**src/rtl/mem_access.sv**
```systemverilog
// Memory-access stage: turns load/store ops from EX/MEM into single-beat
// data-bus transactions. It stalls the pipeline while a transaction is in
// flight and hands the result on to the MEM/WB register.
//
// Bus handshake: bus_req rises on the edge after a valid load/store is seen
// in IDLE. bus_we/bus_addr/bus_wdata/bus_sel are registered at that same
// edge and stay frozen while bus_req=1. The slave completes the access with
// a one-cycle bus_ack, and bus_rdata is valid in that cycle. bus_req drops on
// the following edge. An ack seen outside REQ has no effect.
module mem_access #(
  parameter int TIMEOUT = 16
) (
  input  logic        clk,
  input  logic        rst,
  input  logic [5:0]  stall,
  input  logic [4:0]  mem_wd,
  input  logic        mem_wreg,
  input  logic [31:0] mem_wdata,
  input  logic [2:0]  mem_op,
  input  logic [31:0] mem_addr,
  input  logic [31:0] mem_sdata,
  output logic        bus_req,
  output logic        bus_we,
  output logic [31:0] bus_addr,
  output logic [31:0] bus_wdata,
  output logic [3:0]  bus_sel,
  input  logic        bus_ack,
  input  logic [31:0] bus_rdata,
  output logic [4:0]  wb_wd,
  output logic        wb_wreg,
  output logic [31:0] wb_wdata,
  output logic        stallreq,
  output logic [1:0]  mem_excp,
  output logic [1:0]  dbg_state
);

  typedef enum logic [1:0] {
    IDLE = 2'd0,
    REQ  = 2'd1,
    DONE = 2'd2
  } state_e;

  localparam logic [2:0] OP_LW  = 3'd1;
  localparam logic [2:0] OP_SW  = 3'd2;
  localparam logic [2:0] OP_LB  = 3'd3;
  localparam logic [2:0] OP_LBU = 3'd4;
  localparam logic [2:0] OP_SB  = 3'd5;

  localparam int CW = $clog2(TIMEOUT + 1);
  localparam logic [CW-1:0] CNT_LAST = CW'(TIMEOUT - 1);

  state_e      state_q, state_d;
  logic        bus_req_q, bus_req_d;
  logic        bus_we_q, bus_we_d;
  logic [31:0] bus_addr_q, bus_addr_d;
  logic [31:0] bus_wdata_q, bus_wdata_d;
  logic [3:0]  bus_sel_q, bus_sel_d;
  logic [CW-1:0] cnt_q, cnt_d;
  logic        timeout_q, timeout_d;
  logic [2:0]  op_q, op_d;
  logic [1:0]  lane_q, lane_d;
  logic [31:0] rdata_q, rdata_d;

  logic        op_is_ld, op_is_st, misalign, start;
  logic        op_q_is_ld;
  logic [7:0]  lane_byte;
  logic [31:0] load_val;
  logic [4:0]  stall_unused;

  // Only the MEM/WB hold bit of the stall vector matters here.
  assign stall_unused = {stall[5], stall[3:0]};

  // Decode the incoming op. Codes 6-7 fall through as NONE.
  always_comb begin
    op_is_ld = (mem_op == OP_LW) || (mem_op == OP_LB) || (mem_op == OP_LBU);
    op_is_st = (mem_op == OP_SW) || (mem_op == OP_SB);
    misalign = ((mem_op == OP_LW) || (mem_op == OP_SW)) && (mem_addr[1:0] != 2'b00);
    start    = (op_is_ld || op_is_st) && !misalign;
  end

  // Extract the addressed byte lane (little-endian) and form the load result.
  always_comb begin
    lane_byte = 8'h00;
    load_val  = bus_rdata;
    case (lane_q)
      2'd0:    lane_byte = bus_rdata[7:0];
      2'd1:    lane_byte = bus_rdata[15:8];
      2'd2:    lane_byte = bus_rdata[23:16];
      default: lane_byte = bus_rdata[31:24];
    endcase
    if (op_q == OP_LB) begin
      load_val = {{24{lane_byte[7]}}, lane_byte};
    end else if (op_q == OP_LBU) begin
      load_val = {24'h000000, lane_byte};
    end
  end

  // Next-state logic: launch in IDLE, wait for ack or timeout in REQ,
  // hold results in DONE until the MEM/WB stage stops stalling.
  always_comb begin
    state_d     = state_q;
    bus_req_d   = bus_req_q;
    bus_we_d    = bus_we_q;
    bus_addr_d  = bus_addr_q;
    bus_wdata_d = bus_wdata_q;
    bus_sel_d   = bus_sel_q;
    cnt_d       = cnt_q;
    timeout_d   = timeout_q;
    op_d        = op_q;
    lane_d      = lane_q;
    rdata_d     = rdata_q;
    case (state_q)
      IDLE: begin
        if (start) begin
          state_d    = REQ;
          bus_req_d  = 1'b1;
          bus_we_d   = op_is_st;
          bus_addr_d = {mem_addr[31:2], 2'b00};
          if (mem_op == OP_SB) begin
            bus_sel_d   = 4'b0001 << mem_addr[1:0];
            bus_wdata_d = {4{mem_sdata[7:0]}};
          end else begin
            bus_sel_d   = 4'b1111;
            bus_wdata_d = mem_sdata;
          end
          op_d      = mem_op;
          lane_d    = mem_addr[1:0];
          cnt_d     = '0;
          timeout_d = 1'b0;
        end
      end
      REQ: begin
        if (bus_ack) begin
          state_d   = DONE;
          bus_req_d = 1'b0;
          rdata_d   = load_val;
        end else if (cnt_q == CNT_LAST) begin
          state_d   = DONE;
          bus_req_d = 1'b0;
          timeout_d = 1'b1;
        end else begin
          cnt_d = cnt_q + 1'b1;
        end
      end
      DONE: begin
        if (!stall[4]) begin
          state_d   = IDLE;
          timeout_d = 1'b0;
          cnt_d     = '0;
        end
      end
      default: state_d = IDLE;
    endcase
  end

  // State and bus registers; reset aborts any transaction in flight.
  always_ff @(posedge clk or negedge rst) begin
    if (!rst) begin
      state_q     <= IDLE;
      bus_req_q   <= 1'b0;
      bus_we_q    <= 1'b0;
      bus_addr_q  <= 32'h0;
      bus_wdata_q <= 32'h0;
      bus_sel_q   <= 4'h0;
      cnt_q       <= '0;
      timeout_q   <= 1'b0;
      op_q        <= 3'd0;
      lane_q      <= 2'd0;
      rdata_q     <= 32'h0;
    end else begin
      state_q     <= state_d;
      bus_req_q   <= bus_req_d;
      bus_we_q    <= bus_we_d;
      bus_addr_q  <= bus_addr_d;
      bus_wdata_q <= bus_wdata_d;
      bus_sel_q   <= bus_sel_d;
      cnt_q       <= cnt_d;
      timeout_q   <= timeout_d;
      op_q        <= op_d;
      lane_q      <= lane_d;
      rdata_q     <= rdata_d;
    end
  end

  assign op_q_is_ld = (op_q == OP_LW) || (op_q == OP_LB) || (op_q == OP_LBU);

  // Writeback, stall and exception outputs; all forced quiet during reset.
  always_comb begin
    wb_wd    = mem_wd;
    wb_wreg  = 1'b0;
    wb_wdata = mem_wdata;
    stallreq = 1'b0;
    mem_excp = 2'b00;
    if (!rst) begin
      wb_wd    = 5'd0;
      wb_wdata = 32'h0;
    end else begin
      case (state_q)
        IDLE: begin
          stallreq    = start;
          mem_excp[0] = misalign;
          wb_wreg     = !(op_is_ld || op_is_st) && mem_wreg;
        end
        REQ: begin
          stallreq = 1'b1;
        end
        DONE: begin
          mem_excp[1] = timeout_q;
          if (op_q_is_ld && !timeout_q) begin
            wb_wreg  = 1'b1;
            wb_wdata = rdata_q;
          end
        end
        default: ;
      endcase
    end
  end

  assign bus_req   = bus_req_q;
  assign bus_we    = bus_we_q;
  assign bus_addr  = bus_addr_q;
  assign bus_wdata = bus_wdata_q;
  assign bus_sel   = bus_sel_q;
  assign dbg_state = state_q;

endmodule

```
**config.mk**
```make
export PLATFORM = sky130hd
export DESIGN_NAME = mem_access
export DESIGN_NICKNAME = d
export VERILOG_FILES = /design/src/rtl/mem_access.sv
export SDC_FILE = /design/constraint.sdc
export NUM_CORES = 1
export LEC_CHECK = 0
export BUFFER_PORTS_ARGS = -buffer_cell sky130_fd_sc_hd__buf_2
export CAP_MARGIN = 5
export CORE_ASPECT_RATIO = 0.6
export CORE_MARGIN = 1.5
export CORE_UTILIZATION = 32
export DETAILED_ROUTE_END_ITERATION = 12
export GPL_ROUTABILITY_DRIVEN = 0
export GPL_TIMING_DRIVEN = 0
export SYNTH_ARGS = -nofsm -noshare
export SYNTH_HDL_FRONTEND = slang
export SYNTH_SLANG_ARGS = --single-unit
```
**constraint.sdc**
```tcl
create_clock -name clk -period 2.6 [get_ports clk]
set_input_delay 0.52 -clock clk [delete_from_list [all_inputs] [get_ports clk]]
set_output_delay 0.52 -clock clk [all_outputs]
set_load 0.02 [all_outputs]
```
Word-level counts from Yosys, hierarchy flattened
Index checks and enable logic that the tools add are counted.

word-level totals
  flip-flop bits (word level) = 113
  bits of input ports = 146

operators by class
  add/subtract/negate cells = 1
  equal/unequal tests = 19
  shift-type cells = 1
  mux-type cells = 36
  reduce and logical (&&, ||, !) cells = 25

operators by type and width
  kind                                                              count
  32-bit two-way mux                                                6
  5-bit two-way mux                                                 5
  8-bit one-hot mux with 3 select lines                             1
  5-bit one-hot mux with 3 select lines                             1
  1-bit two-way mux                                                 12
  2-bit two-way mux                                                 5
  2-bit inequality test (second input constant)                     5
  5-bit AND reduction                                               2
  3-bit by 2-bit == test with 1-bit output (second input constant)  3
  3-bit == test (second input constant)                             3
  1-bit logical OR                                                  7
  3-bit by 1-bit == test with 1-bit output (second input constant)  2
  1-bit one-hot mux with 2 select lines                             3
  2-bit one-hot mux with 3 select lines                             1
  3-bit AND reduction                                               2
  5-bit by 1-bit adder with 5-bit output (second input constant)    1
  5-bit by 4-bit == test with 1-bit output (second input constant)  1
  2-bit by 1-bit == test with 1-bit output (second input constant)  2
  2-bit == test (second input constant)                             2
  1-bit logical AND                                                 4
  2-bit zero test                                                   2
  4-bit two-way mux                                                 1
  2-bit AND reduction                                               2
  2-bit nonzero test                                                2
  5 further kinds                                                   7

Logic depth before layout (Yosys ltp)
Gate-level depths: netlist of run 1.

  depth after elaboration = 8
  gate-level depth with buffers = 7
  gate-level depth less buffers = 7

Least setup slack after synthesis of run 1
No wires, ideal clock.

  path type = reg-to-output
  start = reg state_q[1] (netlist: dbg_state[1])
  end = out wb_wdata[0]
  arrival time = 1.871 ns
  required time = 2.080 ns
  path slack = 0.209 ns
  cell stages (with the launch flop) = 7
  buffers on the path = 2
  cell sequence = dfrtp_1 -> buf_2 -> nor3b_1 -> o21ai_1 -> clkbuf_1 -> nand2_1 -> a21boi_0

on the way
  word-level cells in the longest chain between the ends = 3

RTL lines
  element                 line  source
  from (decl)             52    state_e state_q, state_d;
  from (signal assigned)  171   state_q <= state_d;
  2-bit == test           198   case (state_q)
  32-bit two-way mux      198
  32-bit two-way mux      194   if (!rst) begin
  to (decl)               31    output logic [31:0] wb_wdata,

Every way passes these cells.

Final worst setup path of run 1
  start = reg state_q[1] (netlist: dbg_state[1])
  end = out wb_wdata[14]

The elaborated chain is that of the path after synthesis.

==> impl_metrics.csv, run 1 <==
group,metric,value,unit
floorplanning,die_area,19600,um2
setup_path,crit_path_max_fanout,10,
final_layout,antenna_cells,0,
timing,max_freq,385,MHz
drt,vias_per_cell,4.70,
drt,wl,18300,um
grt,track_usage,0.191,
synth,synthTopCellsByCount,"dfrtp_1, nand2_1, a21oi_1, mux2_4, o21ai_0",
timing,hold_viol,0,
synth,syn_avg_cell_area,10.3,um2
timing,fin_ws,-0.000372,ns
setup_path,cp_data_arrival_time,2.08,ns
grt,grt_max_degree,45,
timing,rsz0062_at_grt,"yes",
setup_path,worst_setup_path_end_kind,"output port",
grt,grt_pass1_wl,28800,um
synth,ys_types,45,
floorplanning,die_width,180,um
clock_tree,cts.path.max_buffers,2,
clock_tree,numCtsBuffers,17,
floorplanning,row_count,38,
flow_run,max-cap-violations,0,
clock_tree,path_clk_slew,0.06,ns
clock_tree,cts_tree,"done",
clock_tree,cts_root_buf,"clkbuf_16",
power,pwr-share-clk,0.231,
synth,ys_ff_latch,113,
power,leakage,0.00423,uW
drt,drt_first_pass_iters,5,
timing,worst_slew_pin_slew,0.605,ns
final_layout,n_fill_cell,1775,
power,seq_power_share,0.310,
synth,synth_most_common_cell,"dfrtp_1",
synth,synthCells,581,
place,place_ws,-0.422,ns
setup_path,worstSetupPathType,"flip-flop to output port",
setup_path,crit_path_start_kind,"flip-flop",
synth,synth.area.top_cells,"dfrtp_1, mux2_4, nand2_1, mux2i_1, a21oi_1",
synth,yosysTopAreaCellShare,0.473,
final_layout,fin_nets,1010,
power,swShare,0.384,
synth,synth_edf_count,0,
drt,ant_nets,0,
floorplanning,core-area,18200,um2
setup_path,critPathRequiredTime,2.08,ns
final_layout,syn_to_final_growth,40.0,%
grt,grt_overflow_total,0,
timing,slew_headroom,0.597,
drt,vias,5234,
timing,finalSetupTns,-0.000372,ns
drt,wire_per_inst,16.5,um
power,peakVddDrop,0.518,mV
floorplanning,ioPinCount,259,
worst_hold_path,min_path_type,"input pin to asynchronous set/reset pin",
timing,holdWs,0.0720,ns
grt,grt_pass1_vias,5233,
drt,remaining_drc_errors,0,
place,dpl.hpwl,13700,um
floorplanning,die_height,109,um
timing,setup_viol,1,
timing,period_share,1.00,
synth,synth-main-ff-cell,"dfrtp_1",
synth,synth_warnings,0,
timing,skew,0.00927,ns
synth,synth_area,5980,um2
setup_path,r2r-start,"cnt_q[0]$_DFFE_PN0P_",
synth,synth_area_leader_cell,"dfrtp_1",
clock_tree,clock-sinks,113,
power,cellPowerDensity,1180,nW/um2
floorplanning,start_util,0.329,
timing,drv_slew,0,
setup_path,r2r_cells,5,
clock_tree,htreeDepth,4,
power,combPwrFrac,0.459,
synth,async_reset_ff_frac,1.00,
clock_tree,insertion_delay,0.40,ns
timing,min_period,2.60,ns
setup_path,worstReg2RegEnd,"cnt_q[3]$_DFFE_PN0P_",
place,port_buffers,251,
outcome,status,"finished, violations left",
synth,seq_area_frac_synth,0.473,
setup_path,r2r_setup_slack,0.56,ns
grt,antenna_found_initial,0,
outcome,violations,"setup timing",
power,p_switching,3820,uW
final_layout,layout-drive-gt1-share,0.435,
drt,initialDrtViolationCount,275,
power,intPower,6110,uW
[cell families after synthesis]
family	after synthesis	synth area share
AND/OR/NAND/NOR	155	0.122
AO/OA/AOI/OAI	150	0.154
flip-flops	113	0.473
multiplexers	84	0.181
buffers and inverters	73	0.0609
XOR/XNOR	3	0.00439
adder cells (fa/ha/maj)	2	0.00418
other	1	0.000627
[worst max-delay path, stage by stage, from the launching register on]
cell and delay, ns:
dfrtp_1 0.39, buf_6 0.13, nor3b_4 0.15, buf_4 0.14
o21ai_4 0.11, buf_4 0.24, nand2_1 0.08, a21boi_0 0.24
buf_2 0.21
[per-layer routing]
metal / vias to the layer above / track usage / share of wire
met4: 0 / 0.0405 / 0.0049
met3: 8 / 0.0658 / 0.071
met1: 2490 / 0.283 / 0.51
met2: 189 / 0.266 / 0.41
met5: - / 0 / 0
li1: 2547 / - / -
[layout make-up]
class / instances / area [um2] / area share
tap: 240 / 300 / 0.0358
inverter: 30 / 113 / 0.0134
buffer: 42 / 289 / 0.0345
timing repair buffer: 262 / 1430 / 0.171
multi-input combinational: 396 / 2850 / 0.340
sequential: 113 / 2830 / 0.338
clock buffer: 24 / 492 / 0.0587
clock inverter: 6 / 80.1 / 0.00956
[how the worst max path moves through the flow]
stage | from | to | depth (start not counted)
3_5_place_dp | rst | stallreq | 5
6_report | dbg_state[1]$_DFFE_PN0P_ | wb_wdata[14] | 8
5_1_grt | dbg_state[1]$_DFFE_PN0P_ | wb_wdata[14] | 8
3_3_place_gp | rst | stallreq | 4
2_1_floorplan | dbg_state[1]$_DFFE_PN0P_ | wb_wdata[0] | 6
4_1_cts | dbg_state[1]$_DFFE_PN0P_ | wb_wdata[26] | 7
[power by group through the flow]
stage	clock (uW)	sequential (uW)	combinational (uW)
after global routing	2430	3190	4970
after floorplan	0	3680	2360
after detailed placement	0	3040	4430
final	2300	3080	4550
after global placement	0	3050	4360
after CTS	2360	3080	4490
[timing repair]
| action | in CTS | in global routing |
|---|---|---|
| gates cloned | 1 | 0 |
| buffers inserted | 1 | 7 |
| setup endpoints to repair | 40 | 32 |
| gates resized for setup | 21 | 27 |
| hold buffers | 1 | 0 |
| pin swaps | 0 | 3 |
| endpoints found under the hold margin | 44 | 0 |
[cells in the final DEF, fill, tap and decap left out, drive strengths merged, types with 3 or more instances in the layout]
cell and instances:
a21boi 33, a21oi 51, a22o 3, a22oi 7, a2bb2oi 8, and2 15
and3b 3, buf 280, clkbuf 47, clkinv 4, dfrtp 113, inv 30
mux2 56, mux2i 27, nand2 104, nor2 11, nor2b 6, nor3 3
nor3b 3, o21ai 40
[through the flow]
stage	power (uW)	instance area (um2)	cells	utilization
floorplan	6040	5990	582	-
global placement	7410	7540	1073	0.414
detailed placement	7470	7580	1074	0.416
CTS	9930	8280	1106	0.455
global route	10600	8380	1113	0.460
finish	9930	8380	1113	0.460
[flip-flops by register name, summed over array words and instances, names as in the netlist]
signal	flops
bus_addr	30
bus_req	1
bus_sel	4
bus_wdata	32
bus_we	1
cnt_q	5
dbg_state	2
lane_q	2
op_q	3
rdata_q	32
timeout_q	1
Note: power is estimated with default switching activity, not from simulation.
==> inputs of run 2 (changes only) <==
--- a/config.mk
+++ b/config.mk
@@ -13,6 +13,8 @@
 export DETAILED_ROUTE_END_ITERATION = 12
 export GPL_ROUTABILITY_DRIVEN = 0
 export GPL_TIMING_DRIVEN = 0
+export SETUP_SLACK_MARGIN = 0.3
+export SLEW_MARGIN = 30
 export SYNTH_ARGS = -nofsm -noshare
 export SYNTH_HDL_FRONTEND = slang
 export SYNTH_SLANG_ARGS = --single-unit
==> constraint.sdc (replaced) <==
create_clock -name clk -period 2.3 [get_ports clk]
set_input_delay 0.46 -clock clk [delete_from_list [all_inputs] [get_ports clk]]
set_output_delay 0.46 -clock clk [all_outputs]
set_load 0.02 [all_outputs]
==> impl_metrics.csv, run 2 (synthesis results as in run 1) <==
group,metric,value,unit
setup_path,crit_path_start_kind,"flip-flop",
drt,drt_first_pass_iters,7,
grt,track_usage,0.200,
timing,worst_slew_pin_slew,0.543,ns
setup_path,worstSetupPathType,"flip-flop to output port",
clock_tree,cts_root_buf,"clkbuf_16",
setup_path,cp_data_arrival_time,1.99,ns
clock_tree,path_clk_slew,0.06,ns
floorplanning,start_util,0.329,
drt,vias_per_cell,4.82,
timing,drv_slew,0,
timing,holdWs,0.0271,ns
setup_path,cp_slowest_cell,"dfrtp_2",
setup_path,worst_setup_path_end_kind,"output port",
floorplanning,core-area,18200,um2
clock_tree,cts_tree,"done",
setup_path,critPathRequiredTime,1.84,ns
drt,remaining_drc_errors,0,
floorplanning,ioPinCount,259,
setup_path,path_cells,"buf_6, nor3b_4, buf_4, o21ai_4, buf_12, clkbuf_16, nand2_2, a21boi_4, buf_6",
outcome,violations,"setup timing",
outcome,status,"finished, violations left",
timing,finalSetupTns,-3.71,ns
final_layout,layout_commonest_cell,"buf_2",
timing,hold_viol,0,
timing,fin_ws,-0.146,ns
power,combPwrFrac,0.498,
timing,setup_viol,33,
clock_tree,insertion_delay,0.41,ns
timing,skew,0.0148,ns
drt,ant_nets,0,
setup_path,crit_path_max_fanout,8,
final_layout,fin_cells,1139,
setup_path,worstReg2RegEnd,"bus_addr[4]$_DFFE_PN0P_",
power,seq_power_share,0.282,
clock_tree,cts.path.max_buffers,2,
place,dpl.hpwl,13900,um
power,intPower,7460,uW
final_layout,layout-drive-gt1-share,0.542,
floorplanning,die_area,19600,um2
setup_path,r2r_cells,8,
drt,vias,5485,
drt,initialDrtViolationCount,430,
floorplanning,die_height,109,um
grt,grt_overflow_total,0,
power,cellPowerDensity,1300,nW/um2
drt,wl,20300,um
timing,rsz0062_at_grt,"yes",
final_layout,fin_nets,1034,
setup_path,r2r-start,"dbg_state[0]$_DFFE_PN0P_",
timing,period_share,1.06,
grt,grt_max_degree,50,
setup_path,startpoint,"dbg_state[1]$_DFFE_PN0P_",
timing,min_period,2.45,ns
final_layout,syn_to_final_growth,58.3,%
drt,wire_per_inst,17.8,um
final_layout,antenna_cells,0,
final_layout,layout_common_cells,"buf_2, dfrtp_1, nand2_1, a21oi_1, mux2_4",
worst_hold_path,min_path_type,"input pin to asynchronous set/reset pin",
timing,slew_headroom,0.638,
power,pwr-share-clk,0.220,
grt,grt_pass1_vias,5353,
power,peakVddDrop,0.592,mV
power,leakage,0.00465,uW
power,p_switching,4870,uW
grt,antenna_found_initial,0,
clock_tree,htreeDepth,4,
setup_path,r2r_setup_slack,0.30,ns
floorplanning,row_count,38,
place,place_ws,-0.277,ns
setup_path,max_stage_delay,0.42,ns
timing,max_freq,409,MHz
grt,grt_pass1_wl,30200,um
setup_path,timing.critical_path.mode_cell,"buf_6",
clock_tree,numCtsBuffers,17,
floorplanning,die_width,180,um
power,swShare,0.395,
clock_tree,clock-sinks,113,
flow_run,max-cap-violations,0,
place,dp.cells,1074,
place,port_buffers,251,
[run 2: cell types whose count changed in the layout (fill, tap and decap cells not counted), sizes merged]
cell and change:
clkinv +1, buf +17, inv +8
[run 2: timing repair]
item | in CTS | in global routing
endpoints found under the hold margin | 45 | 45
pin swaps | 38 | 12
cloned | 5 | 5
buffers inserted | 16 | 6
gates resized for setup | 149 | 50
endpoints found under the setup margin | 45 | 119
[run 2: worst max path at each step]
| stage | endpoint | slack, ns |
|---|---|---|
| 2_1_floorplan | wb_wdata[0] | 0.25 |
| 3_3_place_gp | mem_excp[0] | -1.66 |
| 3_5_place_dp | mem_excp[0] | -0.28 |
| 4_1_cts | wb_wdata[22] | -0.15 |
| 5_1_grt | wb_wdata[2] | -0.20 |
| 6_report | wb_wdata[9] | -0.15 |
[run 2: power groups by stage]
stage,sequential [uW],clock [uW],combinational [uW]
floorplan,4160,0,2780
global placement,3450,0,5040
detailed placement,3450,0,5100
CTS,3460,2770,5720
global route,3590,2860,6570
finish,3470,2710,6140
[run 2: cell type report]
type                            count  area, um2
Clock buffer                       17        425
Fill cell                        1628       8740
Tap cell                          240        300
Multi-Input combinational cell    396       3300
Inverter                           30        113
Buffer                             43        417
Clock inverter                     15        173
Timing Repair Buffer              285       1920
Sequential cell                   113       2830
[run 2: critical path: cells and delay by family (launching register included)]
family / cells / cell delay (ns)
AOI/OAI and AO/OA: 2 / 0.21
DFF: 1 / 0.42
buffers and inverters: 5 / 0.73
and+or+nand+nor: 2 / 0.22
[run 2: per-stage QoR]
stage               area, um2  total power (uW)   util
floorplan                6190              6940      -
global placement         7750              8490  0.426
detailed placement       7790              8550  0.428
CTS                      9120             12000  0.501
global route             9470             13000  0.520
finish                   9470             12300  0.520
[run 2: metal layers]
metal  share of wire  track usage  wire [um]
met1            0.50        0.301      10100
met2            0.42        0.283       8600
met3           0.062       0.0454       1260
met4           0.014       0.0542        290
met5               0            0          0
==> inputs of run 3 (changes only) <==
--- a/config.mk
+++ b/config.mk
@@ -13,6 +13,7 @@
 export DETAILED_ROUTE_END_ITERATION = 12
 export GPL_ROUTABILITY_DRIVEN = 0
 export GPL_TIMING_DRIVEN = 0
+export PLACE_DENSITY = 0.61
 export SETUP_SLACK_MARGIN = 0.3
 export SLEW_MARGIN = 30
 export SYNTH_ARGS = -nofsm -noshare
==> constraint.sdc (replaced) <==
create_clock -name clk -period 2.3 [get_ports clk]
set_input_delay 0.115 -clock clk [delete_from_list [all_inputs] [get_ports clk]]
set_output_delay 0.115 -clock clk [all_outputs]
set_load 0.02 [all_outputs]
==> impl_metrics.csv, run 3 (synthesis results as in run 1) <==
group,metric,value,unit
clock_tree,cts.path.max_buffers,2,
timing,drv_slew,0,
timing,holdWs,-0.116,ns
drt,wire_per_inst,16.5,um
timing,slew_headroom,0.573,
timing,hold_viol,72,
place,place_ws,0.100,ns
setup_path,crit_path_start_kind,"flip-flop",
drt,ant_nets,0,
grt,grt_pass1_wl,30100,um
timing,period_share,0.879,
grt,grt_pass1_vias,5542,
final_layout,layout-drive-gt1-share,0.478,
timing,finalSetupTns,0,ns
grt,track_usage,0.198,
drt,vias_per_cell,4.71,
timing,fin_ws,0.278,ns
power,peakVddDrop,0.620,mV
final_layout,fin_nets,1073,
floorplanning,start_util,0.329,
grt,antenna_found_initial,0,
floorplanning,die_width,180,um
clock_tree,cts_tree,"done",
outcome,violations,"hold timing",
clock_tree,insertion_delay,0.41,ns
setup_path,timing.critical_path.mode_cell,"buf_6",
drt,initialDrtViolationCount,261,
setup_path,worstSetupPathType,"flip-flop to output port",
clock_tree,postCtsHoldBufs,57,
clock_tree,cts_root_buf,"clkbuf_16",
final_layout,layout_common_cells,"buf_2, dfrtp_1, nand2_1, dlygate4sd3_1",
drt,remaining_drc_errors,0,
timing,max_freq,495,MHz
setup_path,critPathRequiredTime,2.18,ns
clock_tree,path_clk_slew,0.06,ns
setup_path,cp_data_arrival_time,1.91,ns
flow_run,max-cap-violations,0,
final_layout,final_util,0.514,
final_layout,antenna_cells,0,
timing,min_period,2.02,ns
final_layout,syn_to_final_growth,56.4,%
place,port_buffers,251,
floorplanning,ioPinCount,259,
power,cellPowerDensity,1240,nW/um2
floorplanning,die_area,19600,um2
place,dpl_cell_area,7580,um2
setup_path,max_stage_delay,0.41,ns
clock_tree,numCtsBuffers,17,
timing,worst_slew_pin_slew,0.640,ns
place,dpl.hpwl,13400,um
setup_path,worst_setup_path_end_kind,"output port",
drt,vias,5539,
final_layout,regArea,2830,um2
drt,wl,19400,um
timing,setup_viol,0,
setup_path,path_cells,"nor3b_4, o21a_4, buf_6, nand2_2, a21boi_2, buf_6",
worst_hold_path,min_path_type,"input pin to asynchronous set/reset pin",
power,leakage,0.00467,uW
final_layout,final_area,9360,um2
final_layout,layout_commonest_cell,"buf_2",
grt,grt_overflow_total,0,
final_layout,multiInputGateArea,3050,um2
floorplanning,row_count,38,
timing,rsz0062_at_grt,"yes",
floorplanning,core-area,18200,um2
setup_path,crit_path_max_fanout,7,
clock_tree,htreeDepth,4,
final_layout,n_fill_cell,1673,
setup_path,cp_slowest_cell,"dfrtp_1",
timing,skew,0.0104,ns
drt,drt_first_pass_iters,5,
floorplanning,die_height,109,um
grt,grt_max_degree,77,
outcome,status,"finished, violations left",
clock_tree,clock-sinks,113,
-- run 3: changes by cell type in the layout (fill, tap and decap cells not counted), sizes merged --
cell         before  now
buf             297  292
clkbuf           47   45
inv              38   30
clkinvlp          0    3
dlygate4sd3       0   53
bufbuf            1    0
bufinv            2    0
-- run 3: final timing paths --
kind                                        start                       end  slack, ns  cells past startpoint
min in group clk                     mem_sdata[9]  bus_wdata[9]$_DFFE_PN0P_       0.01                      3
setup reg to reg            lane_q[0]$_DFFE_PN0P_   rdata_q[23]$_DFFE_PN0P_       0.36                      6
setup / recovery              op_q[1]$_DFFE_PN0P_              wb_wdata[15]       0.28                      6
hold reg to reg            rdata_q[9]$_DFFE_PN0P_    rdata_q[9]$_DFFE_PN0P_       0.47                      2
hold / removal                                rst   rdata_q[22]$_DFFE_PN0P_      -0.12                      4
max in group asynchronous                     rst  bus_wdata[1]$_DFFE_PN0P_       1.55                      6
-- run 3: repair_timing --
item / in CTS / in global routing
gates resized for setup: 108 / 97
buffers inserted: 10 / 1
hold endpoints to repair: 110 / 72
setup endpoints to repair: 39 / 64
cloned: 4 / 0
pin swaps: 8 / 29
-- run 3: layout make-up --
class	instances	share of cell area
plain buffers	43	0.0354
clock buffers	23	0.0532
clock inverters	8	0.00588
inverters	30	0.0120
multi-input cells	396	0.326
flip-flops and latches	113	0.302
well taps	240	0.0321
repair buffers	324	0.233
-- run 3: power by group --
group          total, uW  switching (uW)  leakage (uW)  internal (uW)
combinational       5620            3050       0.00304           2570
sequential          3510             584       0.00136           2920
clock               2470             958      0.000267           1510
total              11600            4590       0.00467           7010
-- run 3: per-stage QoR --
step	cells	total power (uW)
2_1_floorplan	582	6830
3_3_place_gp	1073	8360
3_5_place_dp	1074	8420
4_1_cts	1176	11400
5_1_grt	1177	12300
6_report	1177	11600
-- run 3: worst max-delay path, delay by kind of cell (launching register included) --
family	cells	cell delay (ns)
AOI/OAI and AO/OA	2	0.43
buffers and inverters	2	0.30
DFF	1	0.41
and+or+nand+nor	2	0.36
-- run 3: routing by layer --
metal | share of wire | GRT usage | vias up
met4 | 0.0091 | 0.0452 | 0
met5 | 0 | 0 | -
met2 | 0.44 | 0.305 | 200
met1 | 0.49 | 0.278 | 2648
li1 | - | - | 2677
met3 | 0.065 | 0.0514 | 14
